### config.mk
export PLATFORM = sky130hd
export DESIGN_NAME = output_display_driver
export DESIGN_NICKNAME = d
export VERILOG_FILES = /design/src/rtl/output_display_driver.sv
export SDC_FILE = /design/constraint.sdc
export NUM_CORES = 1
export LEC_CHECK = 0
export CAP_MARGIN = 5
export CORE_ASPECT_RATIO = 1.4
export CORE_MARGIN = 1.5
export CORE_UTILIZATION = 50
export DETAILED_ROUTE_END_ITERATION = 8
export GPL_ROUTABILITY_DRIVEN = 0
export PLACE_DENSITY = 0.7
export SKIP_LAST_GASP = 1
export SLEW_MARGIN = 20
export SYNTH_ARGS = -nofsm -noshare
export SYNTH_HDL_FRONTEND = slang
export SYNTH_SLANG_ARGS = --single-unit
### constraint.sdc
create_clock -name clk -period 4.85 [get_ports clk]
set_clock_uncertainty 0.05 [all_clocks]
set_input_delay 0.485 -clock clk [delete_from_list [all_inputs] [get_ports clk]]
set_output_delay 0.485 -clock clk [all_outputs]
set_load 0.005 [all_outputs]
### src/rtl/output_display_driver.sv
// output_display_driver: 8-bit value -> decimal via sequential double-dabble -> 4-digit muxed 7-seg scan.
// Latency: load edge to new digits in the display regs = 9 cycles; scan outputs are registered (+1).
// Backpressure: none; a load while busy is held in a one-deep pending slot (latest load wins).
// Optional feature: define SIGNED_DISPLAY_EN to treat value_i as two's complement with a '-' sign digit.
module output_display_driver #(
  parameter int DATA_WIDTH  = 8,
  parameter int REFRESH_DIV = 16
) (
  input  logic                  clk,
  input  logic                  reset,
  input  logic [DATA_WIDTH-1:0] value_i,
  input  logic                  load_i,
  output logic                  busy_o,
  output logic                  done_o,
  output logic [6:0]            seg_o,
  output logic [3:0]            an_o
);

  localparam int          RW         = (REFRESH_DIV > 2) ? $clog2(REFRESH_DIV) : 1;
  localparam logic [3:0]  CODE_BLANK = 4'hF;
  localparam logic [3:0]  CODE_MINUS = 4'hE;

  typedef enum logic [1:0] {ST_IDLE, ST_SHIFT, ST_COMMIT} state_t;

  state_t                  state_q, state_d;
  logic                    start, step, commit;
  logic [DATA_WIDTH-1:0]   start_val, start_mag;
  logic                    start_neg;

  logic [DATA_WIDTH-1:0]   shift_q;
  logic [11:0]             bcd_q, bcd_adj;
  logic [2:0]              cnt_q;
  logic                    sign_q;
  logic                    pend_vld_q;
  logic [DATA_WIDTH-1:0]   pend_val_q;
  logic                    done_q;
  logic [3:0][3:0]         digit_q;

  logic [RW-1:0]           ref_cnt_q;
  logic [1:0]              scan_idx_q;
  logic [6:0]              seg_q;
  logic [3:0]              an_q;

  // Map a digit code to active-low segments {g,f,e,d,c,b,a}.
  function automatic logic [6:0] seg_of(input logic [3:0] code);
    case (code)
      4'd0:       seg_of = 7'b1000000;
      4'd1:       seg_of = 7'b1111001;
      4'd2:       seg_of = 7'b0100100;
      4'd3:       seg_of = 7'b0110000;
      4'd4:       seg_of = 7'b0011001;
      4'd5:       seg_of = 7'b0010010;
      4'd6:       seg_of = 7'b0000010;
      4'd7:       seg_of = 7'b1111000;
      4'd8:       seg_of = 7'b0000000;
      4'd9:       seg_of = 7'b0010000;
      CODE_MINUS: seg_of = 7'b0111111;
      default:    seg_of = 7'b1111111;
    endcase
  endfunction

  // A load arriving in the commit cycle is newer than anything pending, so it wins.
  assign start_val = load_i ? value_i : pend_val_q;

`ifdef SIGNED_DISPLAY_EN
  assign start_neg = start_val[DATA_WIDTH-1];
  assign start_mag = start_val[DATA_WIDTH-1]
                   ? (~start_val) + {{(DATA_WIDTH-1){1'b0}}, 1'b1}
                   : start_val;
`else
  assign start_neg = 1'b0;
  assign start_mag = start_val;
`endif

  // FSM state register.
  always_ff @(posedge clk) begin
    if (reset) state_q <= ST_IDLE;
    else       state_q <= state_d;
  end

  // FSM next state and datapath strobes.
  always_comb begin
    state_d = state_q;
    start   = 1'b0;
    step    = 1'b0;
    commit  = 1'b0;
    case (state_q)
      ST_IDLE: begin
        if (load_i) begin
          start   = 1'b1;
          state_d = ST_SHIFT;
        end
      end
      ST_SHIFT: begin
        step = 1'b1;
        if (cnt_q == 3'd7) state_d = ST_COMMIT;
      end
      ST_COMMIT: begin
        commit = 1'b1;
        if (load_i || pend_vld_q) begin
          start   = 1'b1;
          state_d = ST_SHIFT;
        end else begin
          state_d = ST_IDLE;
        end
      end
      default: state_d = ST_IDLE;
    endcase
  end

  // Add-3 correction on every BCD nibble that is 5 or more, ahead of the shift.
  always_comb begin
    bcd_adj = bcd_q;
    for (int n = 0; n < 3; n++) begin
      if (bcd_q[4*n +: 4] >= 4'd5) bcd_adj[4*n +: 4] = bcd_q[4*n +: 4] + 4'd3;
    end
  end

  // Double-dabble shift register, BCD accumulator, step counter and sign.
  always_ff @(posedge clk) begin
    if (reset) begin
      shift_q <= '0;
      bcd_q   <= '0;
      cnt_q   <= '0;
      sign_q  <= 1'b0;
    end else if (start) begin
      shift_q <= start_mag;
      bcd_q   <= '0;
      cnt_q   <= '0;
      sign_q  <= start_neg;
    end else if (step) begin
      {bcd_q, shift_q} <= {bcd_adj[10:0], shift_q, 1'b0};
      cnt_q            <= cnt_q + 3'd1;
    end
  end

  // One-deep pending slot: filled by loads during SHIFT, consumed at COMMIT.
  always_ff @(posedge clk) begin
    if (reset) begin
      pend_vld_q <= 1'b0;
      pend_val_q <= '0;
    end else if (state_q == ST_SHIFT && load_i) begin
      pend_vld_q <= 1'b1;
      pend_val_q <= value_i;
    end else if (state_q == ST_COMMIT) begin
      pend_vld_q <= 1'b0;
    end
  end

  // Display digit registers with leading-zero blanking; units digit is always shown.
  always_ff @(posedge clk) begin
    if (reset) begin
      digit_q <= {4{CODE_BLANK}};
      done_q  <= 1'b0;
    end else begin
      done_q <= commit;
      if (commit) begin
        digit_q[0] <= bcd_q[3:0];
        digit_q[1] <= (bcd_q[11:4] == 8'd0) ? CODE_BLANK : bcd_q[7:4];
        digit_q[2] <= (bcd_q[11:8] == 4'd0) ? CODE_BLANK : bcd_q[11:8];
        digit_q[3] <= sign_q ? CODE_MINUS : CODE_BLANK;
      end
    end
  end

  // Free-running refresh counter; the scan index advances on each wrap, units first.
  always_ff @(posedge clk) begin
    if (reset) begin
      ref_cnt_q  <= '0;
      scan_idx_q <= '0;
    end else if (ref_cnt_q == RW'(REFRESH_DIV - 1)) begin
      ref_cnt_q  <= '0;
      scan_idx_q <= scan_idx_q + 2'd1;
    end else begin
      ref_cnt_q  <= ref_cnt_q + RW'(1);
    end
  end

  // Registered pin drivers so segments and anodes switch together.
  always_ff @(posedge clk) begin
    if (reset) begin
      seg_q <= 7'h7F;
      an_q  <= 4'hF;
    end else begin
      seg_q <= seg_of(digit_q[scan_idx_q]);
      an_q  <= ~(4'b0001 << scan_idx_q);
    end
  end

  assign busy_o = (state_q != ST_IDLE);
  assign done_o = done_q;
  assign seg_o  = seg_q;
  assign an_o   = an_q;

endmodule

* After elaboration in Yosys (flattened, before gate mapping)
Memory sizes are Yosys's and may differ from the RTL's. A register that Yosys moved wholly into a read port is not among the register bits.
Index checks and enable logic that the tools add are counted.
** Storage, ports and cells
- Register bits :: 57
- Bits in read-only memories :: 112
- Bits of input ports :: 11
- Output and inout bits :: 13
- Logic and storage cells :: 64
- Memories kept :: 1
** Operators by class
- $add $sub $neg :: 6
- Magnitude comparators :: 4
- Equal/unequal tests :: 6
- Shifts and indexed selects :: 1
- Mux-type cells :: 21
- Bitwise logic cells :: 1
- Reduce and logical (&&, ||, !) cells :: 11
** Memories
- (no name shown) :: depth 16, width 7, read ports 1, clocked after memory_dff 1, write ports 0, RTL line 46 : case (code)
** Operator list (number)
- $mux 8 :: 3
- $mux 4 :: 5
- $ge 4x3->1 const B :: 3
- $add 4x2->4 const B :: 2
- $bmux 4 s2 :: 1
- $logic_not 8->1 :: 1
- $mux 1 :: 7
- $pmux 2 s3 :: 1
- $reduce_bool 2->1 :: 3
- $add 4x1->4 const B :: 1
- $eq 4x4->1 const B :: 1
- $logic_not 4->1 :: 1
- $mux 2 :: 2
- $ne 2x2->1 const B :: 2
- $not 4->4 :: 1
- $reduce_or 2->1 :: 2
- $shl 1x2->4 const A :: 1
- $add 3x1->3 const B :: 1
- $add 3x2->3 const B :: 1
- $eq 3x3->1 const B :: 1
- $lt 2x3->1 const B :: 1
- $mux 3 :: 1
- $add 2x1->2 const B :: 1
- $eq 2x1->1 const B :: 1
- other kinds (6) :: 6

* Logic depth before layout (Yosys ltp)
Gate-level depths: netlist (run 1).
- Word-level depth :: 4
- Mapped depth :: 8
- Gate-level depth less buffers :: 7

* Worst setup path after synthesis (run 1)
Ideal clock, no wire load.
- Kind :: register to register
- Start :: register scan_idx_q[0]
- End :: register seg_q[0], in the netlist seg_o[0]
- Setup time :: 120 ps
- Arrival :: 1722 ps
- Required time :: 4680 ps
- Slack :: 2958 ps
- Stages on the path, launching flop included :: 9
- Buffers on the path :: 1
- Clock period less this slack :: 1892 ps
- Cells stage by stage :: dfxtp_1 -> buf_6 -> mux2_2 -> o22ai_1 -> inv_1 -> ha_1 -> nor2_1 -> o21ai_1 -> o31a_1
** On the way
- Cells in the longest elaborated chain, start to end :: 2
** Ends and longest elaborated chain
- start: declaration :: RTL line 40 : logic [1:0] scan_idx_q;
- start signal: assignment :: RTL line 173 : scan_idx_q <= scan_idx_q + 2'd1;
- $bmux 4 s2 :: RTL line 185 : seg_q <= seg_of(digit_q[scan_idx_q]);
- $mux 4 (not written as such) :: RTL line 185
- end: declaration :: RTL line 41 : logic [6:0] seg_q;
Every way passes these cells. The select of a mux whose other input is x is not followed.
A chain may end at the register's enable or synchronous reset.

* Final worst setup path (run 1)
- Start :: input port load_i
- End :: register bcd_q[8]
** On the way
- Cells in the longest elaborated chain, start to end :: 4
- Elaborated cells on any way between the ends :: 5
- Those cells by class :: mux (3); reduce/logical (2)
** Ends and longest elaborated chain
- start: declaration :: RTL line 12 : input logic load_i,
- $logic_or 1x1->1 :: RTL line 100 : if (load_i || pend_vld_q) begin
- $mux 1 :: RTL line 100
- $pmux 1 s2 (*) :: RTL line 87 : case (state_q)
- $reduce_or 2->1 (no source line) (*)
- end signal: assignment :: RTL line 132 : {bcd_q, shift_q} <= {bcd_adj[10:0], shift_q, 1'b0};
- end: declaration :: RTL line 31 : logic [11:0] bcd_q, bcd_adj;
Every way passes the cells marked *; elsewhere a longest branch is shown, timed or not.

==> results of run 1 <==
-- synth_stat cells (all sizes together) (3+ instances only) --
cell type,count,area (sq um)
dfxtp,64,1280
nand2b,7,58.8
and2,3,21.3
xnor2,6,52.6
a21oi,33,169
ha,20,250
mux2i,14,140
nor2,34,128
inv,15,56.3
nor3b,3,27.5
o22ai,7,57.6
o21ai,16,80.1
nand3,13,65.1
o211ai,4,30.0
nand2,47,176
buf,12,88.8
clkbuf,9,33.8
a221oi,7,61.3
nor3,7,35.0
-- stage by stage --
step	std cells	setup slack, ns	utilization (%)	power [mW]
after global routing	432	2.22	59.9	1.27
after CTS	432	2.43	59.9	1.24
after floorplan	342	2.96	-	0.610
final	432	2.43	59.9	1.23
after detailed placement	416	2.07	55.3	0.631
after global placement	416	2.12	55.3	0.629
-- final timing paths --
check                                    from       endpoint  slack (ns)  cells past startpoint
worst max-delay path                   load_i       bcd_q[8]        2.43                      5
worst min-delay path            pend_val_q[7]  pend_val_q[7]        0.40                      2
worst max register to register  scan_idx_q[0]       seg_o[6]        2.58                      6
worst min register to register  pend_val_q[7]  pend_val_q[7]        0.40                      2
-- registers in the layout, summed over array words and instances (netlist names) --
register and count:
bcd_q 12, seg_o 7, done_o 1, ref_cnt_q 4
scan_idx_q 2, an_o 4, pend_vld_q 1, cnt_q 3
shift_q 8, digit_q 12, pend_val_q 8, state_q 2
-- worst max-delay path: cells and delay by family --
family,cells,cell delay (ns)
AND/OR/NAND/NOR,2,0.73
buffers and inverters,1,0.82
AO/OA/AOI/OAI,2,0.57
-- layer usage --
layer | vias to the layer above | wire length (um) | track usage (%)
met2 | 39 | 2740 | 31.2
met1 | 1030 | 2510 | 22.9
met4 | 0 | 107 | 12.0
li1 | 1198 | - | -
met5 | - | 0 | 0
met3 | 9 | 171 | 2.86
-- layout make-up --
cell class              count  area share [%]
inverters                  15            1.62
clock buffers              10            3.95
flip-flops and latches     64            36.8
repair buffers             25            7.04
clock inverters             6            3.73
well taps                  70            2.51
multi-input cells         242            44.4
-- power groups by stage --
stage / Combinational [mW] / Sequential (mW) / Clock (mW)
finish: 0.0736 / 0.545 / 0.611
global route: 0.0827 / 0.546 / 0.643
detailed placement: 0.0741 / 0.557 / 0
CTS: 0.0743 / 0.545 / 0.621
global placement: 0.0727 / 0.556 / 0
floorplan: 0.0557 / 0.555 / 0
-- logic make-up after synthesis --
kind of cell / share of synthesized area (%)
adder cells (fa/ha/maj): 8.33
AO/OA/AOI/OAI: 15.0
flip-flops: 42.6
AND/OR/NAND/NOR: 20.5
XOR/XNOR: 2.04
multiplexers: 5.54
buffers and inverters: 5.95
-- cells in the final DEF (no fill, tap or decap), types with 4 or more instances in the layout --
cell type	count
dfxtp_1	64
nand2_1	47
nor2_1	34
a21oi_1	32
clkdlybuf4s50_1	23
ha_1	20
mux2i_1	14
inv_1	13
nand3_1	13
o21ai_0	10
clkbuf_8	10
nor3_1	7
a221oi_1	7
o22ai_1	6
o21ai_1	6
xnor2_1	6
nand2b_1	5
o211ai_1	4
bufinv_16	4
==> impl_metrics.env, run 1 <==
export IMPL_multi_input_area_sq_mm=0.00155
export IMPL_syn_area_per_cell_sq_um=8.79
export IMPL_fin_crit_ns=2.42
export IMPL_via_per_inst=5.27
export IMPL_grt_pass1_wl_um=9290
export IMPL_clk_pin_slew_ns=0.07
export IMPL_cts_made_buffers=9
export IMPL_critPathKind="in2reg"
export IMPL_wl_per_cell_um=12.8
export IMPL_ys_seq_area_share_pct=42.6
export IMPL_arrival_ns=2.62
export IMPL_wl_um=5520
export IMPL_power_frac_seq_pct=44.3
export IMPL_grt_usage_pct=19.1
export IMPL_power_density_mw_per_mm2=353
export IMPL_status="finished, final reports clean"
export IMPL_cts_buffer_depth=2
export IMPL_critical_path_cell_chain="clkdlybuf4s50_1, a21oi_2, or2_1, nand2_1, a211oi_1"
export IMPL_ir_drop_mv=0.174
export IMPL_start_util_pct=51.6
export IMPL_finalCritPeriodShare_pct=50.0
export IMPL_layout_drive_gt1_share_pct=9.12
export IMPL_finalHoldViolCount=0
export IMPL_die_h_um=94.7
export IMPL_cts_htree_levels=3
export IMPL_placed_area_sq_mm=0.00322
export IMPL_die_area_sq_mm=0.00649
export IMPL_drt_first_pass_iters=4
export IMPL_fin_area_sq_mm=0.00349
export IMPL_synth_cell_type_count=45
export IMPL_fin_nets=388
export IMPL_drv_cap=0
export IMPL_fp_coreArea_sq_mm=0.00582
export IMPL_p_sw_share_pct=20.7
export IMPL_max_freq_mhz=413
export IMPL_route_vias_total=2276
export IMPL_synth_flop_cell="dfxtp_1"
export IMPL_postSynthCellCount=342
export IMPL_p_leak_nw=1.38
export IMPL_synth_nets=373
export IMPL_rows=33
export IMPL_max_stage_delay_ns=0.82
export IMPL_grt_start_max_net_pins=31
export IMPL_drtIter0Drc=92
export IMPL_port_buffers=23
export IMPL_cts_tree="yes"
export IMPL_hold_path_class="reg2reg"
export IMPL_maxSlewViolCount=0
export IMPL_holdWs_ns=0.405
export IMPL_async_flop_share_pct=0
export IMPL_slowest_stage="clkdlybuf4s50_1"
export IMPL_clk_insertion_delay_late_ns=0.34
export IMPL_crit_path_start_kind="primary input"
export IMPL_tightest_slew_ns=0.801
export IMPL_combPwrFrac_pct=6.0
export IMPL_antenna_found_initial=0
export IMPL_cp_required_ns=5.05
export IMPL_ys_ff_latch=64
export IMPL_internal_power_mw=0.974
export IMPL_synth_area_sq_mm=0.00301
export IMPL_yosys_warnings=0
export IMPL_nFillCells=512
export IMPL_grt_pass1_vias=2079
export IMPL_root_buffer="clkbuf_8"
export IMPL_switchingPower_mw=0.255
export IMPL_seq_area_sq_mm=0.00128
export IMPL_hold_buffers=0
export IMPL_p_clk_share_pct=49.7
export IMPL_drc_errors=0
export IMPL_post_cts_setup_buffers=0
export IMPL_slew_limit_headroom_pct=46.4
export IMPL_setup_violations=0
export IMPL_cts_sinks=64
export IMPL_critPathCaptureType="flip-flop"
export IMPL_hpwl_um=3720
export IMPL_fin_setup_tns_ns=0
export IMPL_cts_resized_gates=0
export IMPL_overflow=0
export IMPL_diodes=0
export IMPL_synth_edf_count=0
export IMPL_rsz0062_at_grt="false"
export IMPL_fp_dieW_um=68.5
export IMPL_area_growth_syn_to_layout_pct=16.0
export IMPL_drtAntennaViolNets=0
export IMPL_ios=24
export IMPL_worstPathMaxFanout=18
No activity file was read; power rests on OpenSTA's default activity.
==> inputs of run 2 (changes only) <==
- clock period: 4.85 -> 2.3 ns (I/O delays scaled with it)
==> run 2 against run 1 <==
Against the previous run:
- clock power rose by 73%
- first-iteration DRC count rose by 2.2%
- sequential power rose by 110%
- register-to-register slack got worse by 2.2 ns
- global-route usage fell by 0.21 points
- combinational power rose by 130%
- critical path type is now reg2reg
- critical endpoint is now seg_o[3]
- largest cell class unchanged
- largest power group is now sequential cells
- highest routed layer unchanged
==> impl_metrics.env, run 2 (synthesis results as in run 1) <==
export IMPL_cts_sinks=64
export IMPL_ios=24
export IMPL_hpwl_um=3850
export IMPL_via_per_inst=5.33
export IMPL_drc_errors=0
export IMPL_worstPathMaxFanout=6
export IMPL_start_util_pct=51.6
export IMPL_cts_tree="yes"
export IMPL_slowest_stage="o22ai_1"
export IMPL_clk_pin_slew_ns=0.07
export IMPL_rrSetupSlack_ns=0.38
export IMPL_clk_insertion_delay_late_ns=0.34
export IMPL_grt_start_max_net_pins=30
export IMPL_cp_required_ns=2.48
export IMPL_startpoint="scan_idx_q[0]"
export IMPL_drt_first_pass_iters=4
export IMPL_finalCritPeriodShare_pct=83.4
export IMPL_rsz0062_at_grt="false"
export IMPL_maxSlewViolCount=0
export IMPL_fin_util_pct=60.1
export IMPL_cts_buffer_depth=2
export IMPL_cts_htree_levels=3
export IMPL_fin_area_sq_mm=0.00350
export IMPL_die_h_um=94.7
export IMPL_finalHoldViolCount=0
export IMPL_r2r_start="scan_idx_q[0]"
export IMPL_max_freq_mhz=522
export IMPL_max_stage_delay_ns=0.43
export IMPL_rows=33
export IMPL_drv_cap=0
export IMPL_fin_setup_tns_ns=0
export IMPL_ir_drop_mv=0.428
export IMPL_power_density_mw_per_mm2=679
export IMPL_final_cell_mix="dfxtp_1, nand2_1, nor2_1"
export IMPL_grt_pass1_wl_um=9330
export IMPL_drtIter0Drc=94
export IMPL_cts_resized_gates=0
export IMPL_fp_dieW_um=68.5
export IMPL_die_area_sq_mm=0.00649
export IMPL_critPathKind="reg2reg"
export IMPL_crit_path_start_kind="flip-flop"
export IMPL_layout_drive_gt1_share_pct=11.1
export IMPL_final_common_cell="dfxtp_1"
export IMPL_wl_per_cell_um=12.4
export IMPL_hold_start="pend_val_q[6]"
export IMPL_placed_area_sq_mm=0.00328
export IMPL_p_leak_nw=1.38
export IMPL_post_place_cells=424
export IMPL_tightest_slew_ns=0.580
export IMPL_fp_coreArea_sq_mm=0.00582
export IMPL_port_buffers=23
export IMPL_arrival_ns=2.10
export IMPL_area_growth_syn_to_layout_pct=16.4
export IMPL_grt_usage_pct=18.9
export IMPL_fin_nets=396
export IMPL_antenna_found_initial=0
export IMPL_drtAntennaViolNets=0
export IMPL_hold_path_class="reg2reg"
export IMPL_seq_area_sq_mm=0.00128
export IMPL_diodes=0
export IMPL_cts_made_buffers=9
export IMPL_stdcell_count=440
export IMPL_overflow=0
export IMPL_grt_pass1_vias=2098
export IMPL_setup_violations=0
export IMPL_root_buffer="clkbuf_8"
export IMPL_critPathCaptureType="flip-flop"
export IMPL_nFillCells=515
export IMPL_reg_top3="bcd_q x12, digit_q x12"
export IMPL_multi_input_area_sq_mm=0.00155
export IMPL_fin_crit_ns=1.92
export IMPL_wl_um=5460
export IMPL_status="finished, final reports clean"
export IMPL_route_vias_total=2344
export IMPL_holdWs_ns=0.406
export IMPL_hold_buffers=0
export IMPL_slew_limit_headroom_pct=61.3
export IMPL_post_cts_setup_buffers=0
export IMPL_critical_path_cell_chain="mux2_2, o22ai_1, inv_1, ha_1, nor2_1, o21ai_1, o31a_1"
==> run 2: cell count changes in the layout (fill, tap and decap cells not counted), sizes merged <==
cell	delta
buf	+8
clkinvlp	+3
clkbuf	-1
bufinv	-2
==> run 2: layout make-up <==
cell class / count / area share (%)
multi-input cells: 242 / 44.2
clock buffers: 9 / 3.54
clock inverters: 7 / 2.75
inverters: 15 / 1.61
flip-flops and latches: 64 / 36.6
well taps: 70 / 2.50
repair buffers: 33 / 8.73
==> run 2: worst paths after layout <==
path | end | cells past startpoint
max | seg_o[3] | 7
min | pend_val_q[6] | 2
max reg2reg | seg_o[3] | 7
min reg2reg | pend_val_q[6] | 2
==> run 2: where the power goes <==
part	switching, mW	internal, mW	leakage [nW]
sequential	0.0159	1.13	0.519
clock	0.453	0.609	0.101
combinational	0.0909	0.0749	0.762
total	0.560	1.82	1.38
==> run 2: critical path: cells and delay by family, from the launching register on <==
family                   cells  cell delay (ns)
adder cells (fa/ha/maj)      1             0.23
AO/OA/AOI/OAI                3             0.62
AND/OR/NAND/NOR              1             0.10
multiplexers                 1             0.34
flip-flops                   1             0.34
buffers and inverters        1             0.14
==> run 2: through the flow <==
stage	worst slack, ns	power (mW)
global placement	0.468	1.34
finish	0.383	2.38
floorplan	0.408	1.29
CTS	0.371	2.39
global route	0.246	2.46
detailed placement	0.421	1.34
==> run 2: layer usage <==
layer	vias up	routed length (um)	global-route usage (%)
met2	39	2590	30.9
met1	1084	2580	23.2
li1	1212	-	-
met4	0	87	8.17
met3	9	199	4.53
met5	-	0	0
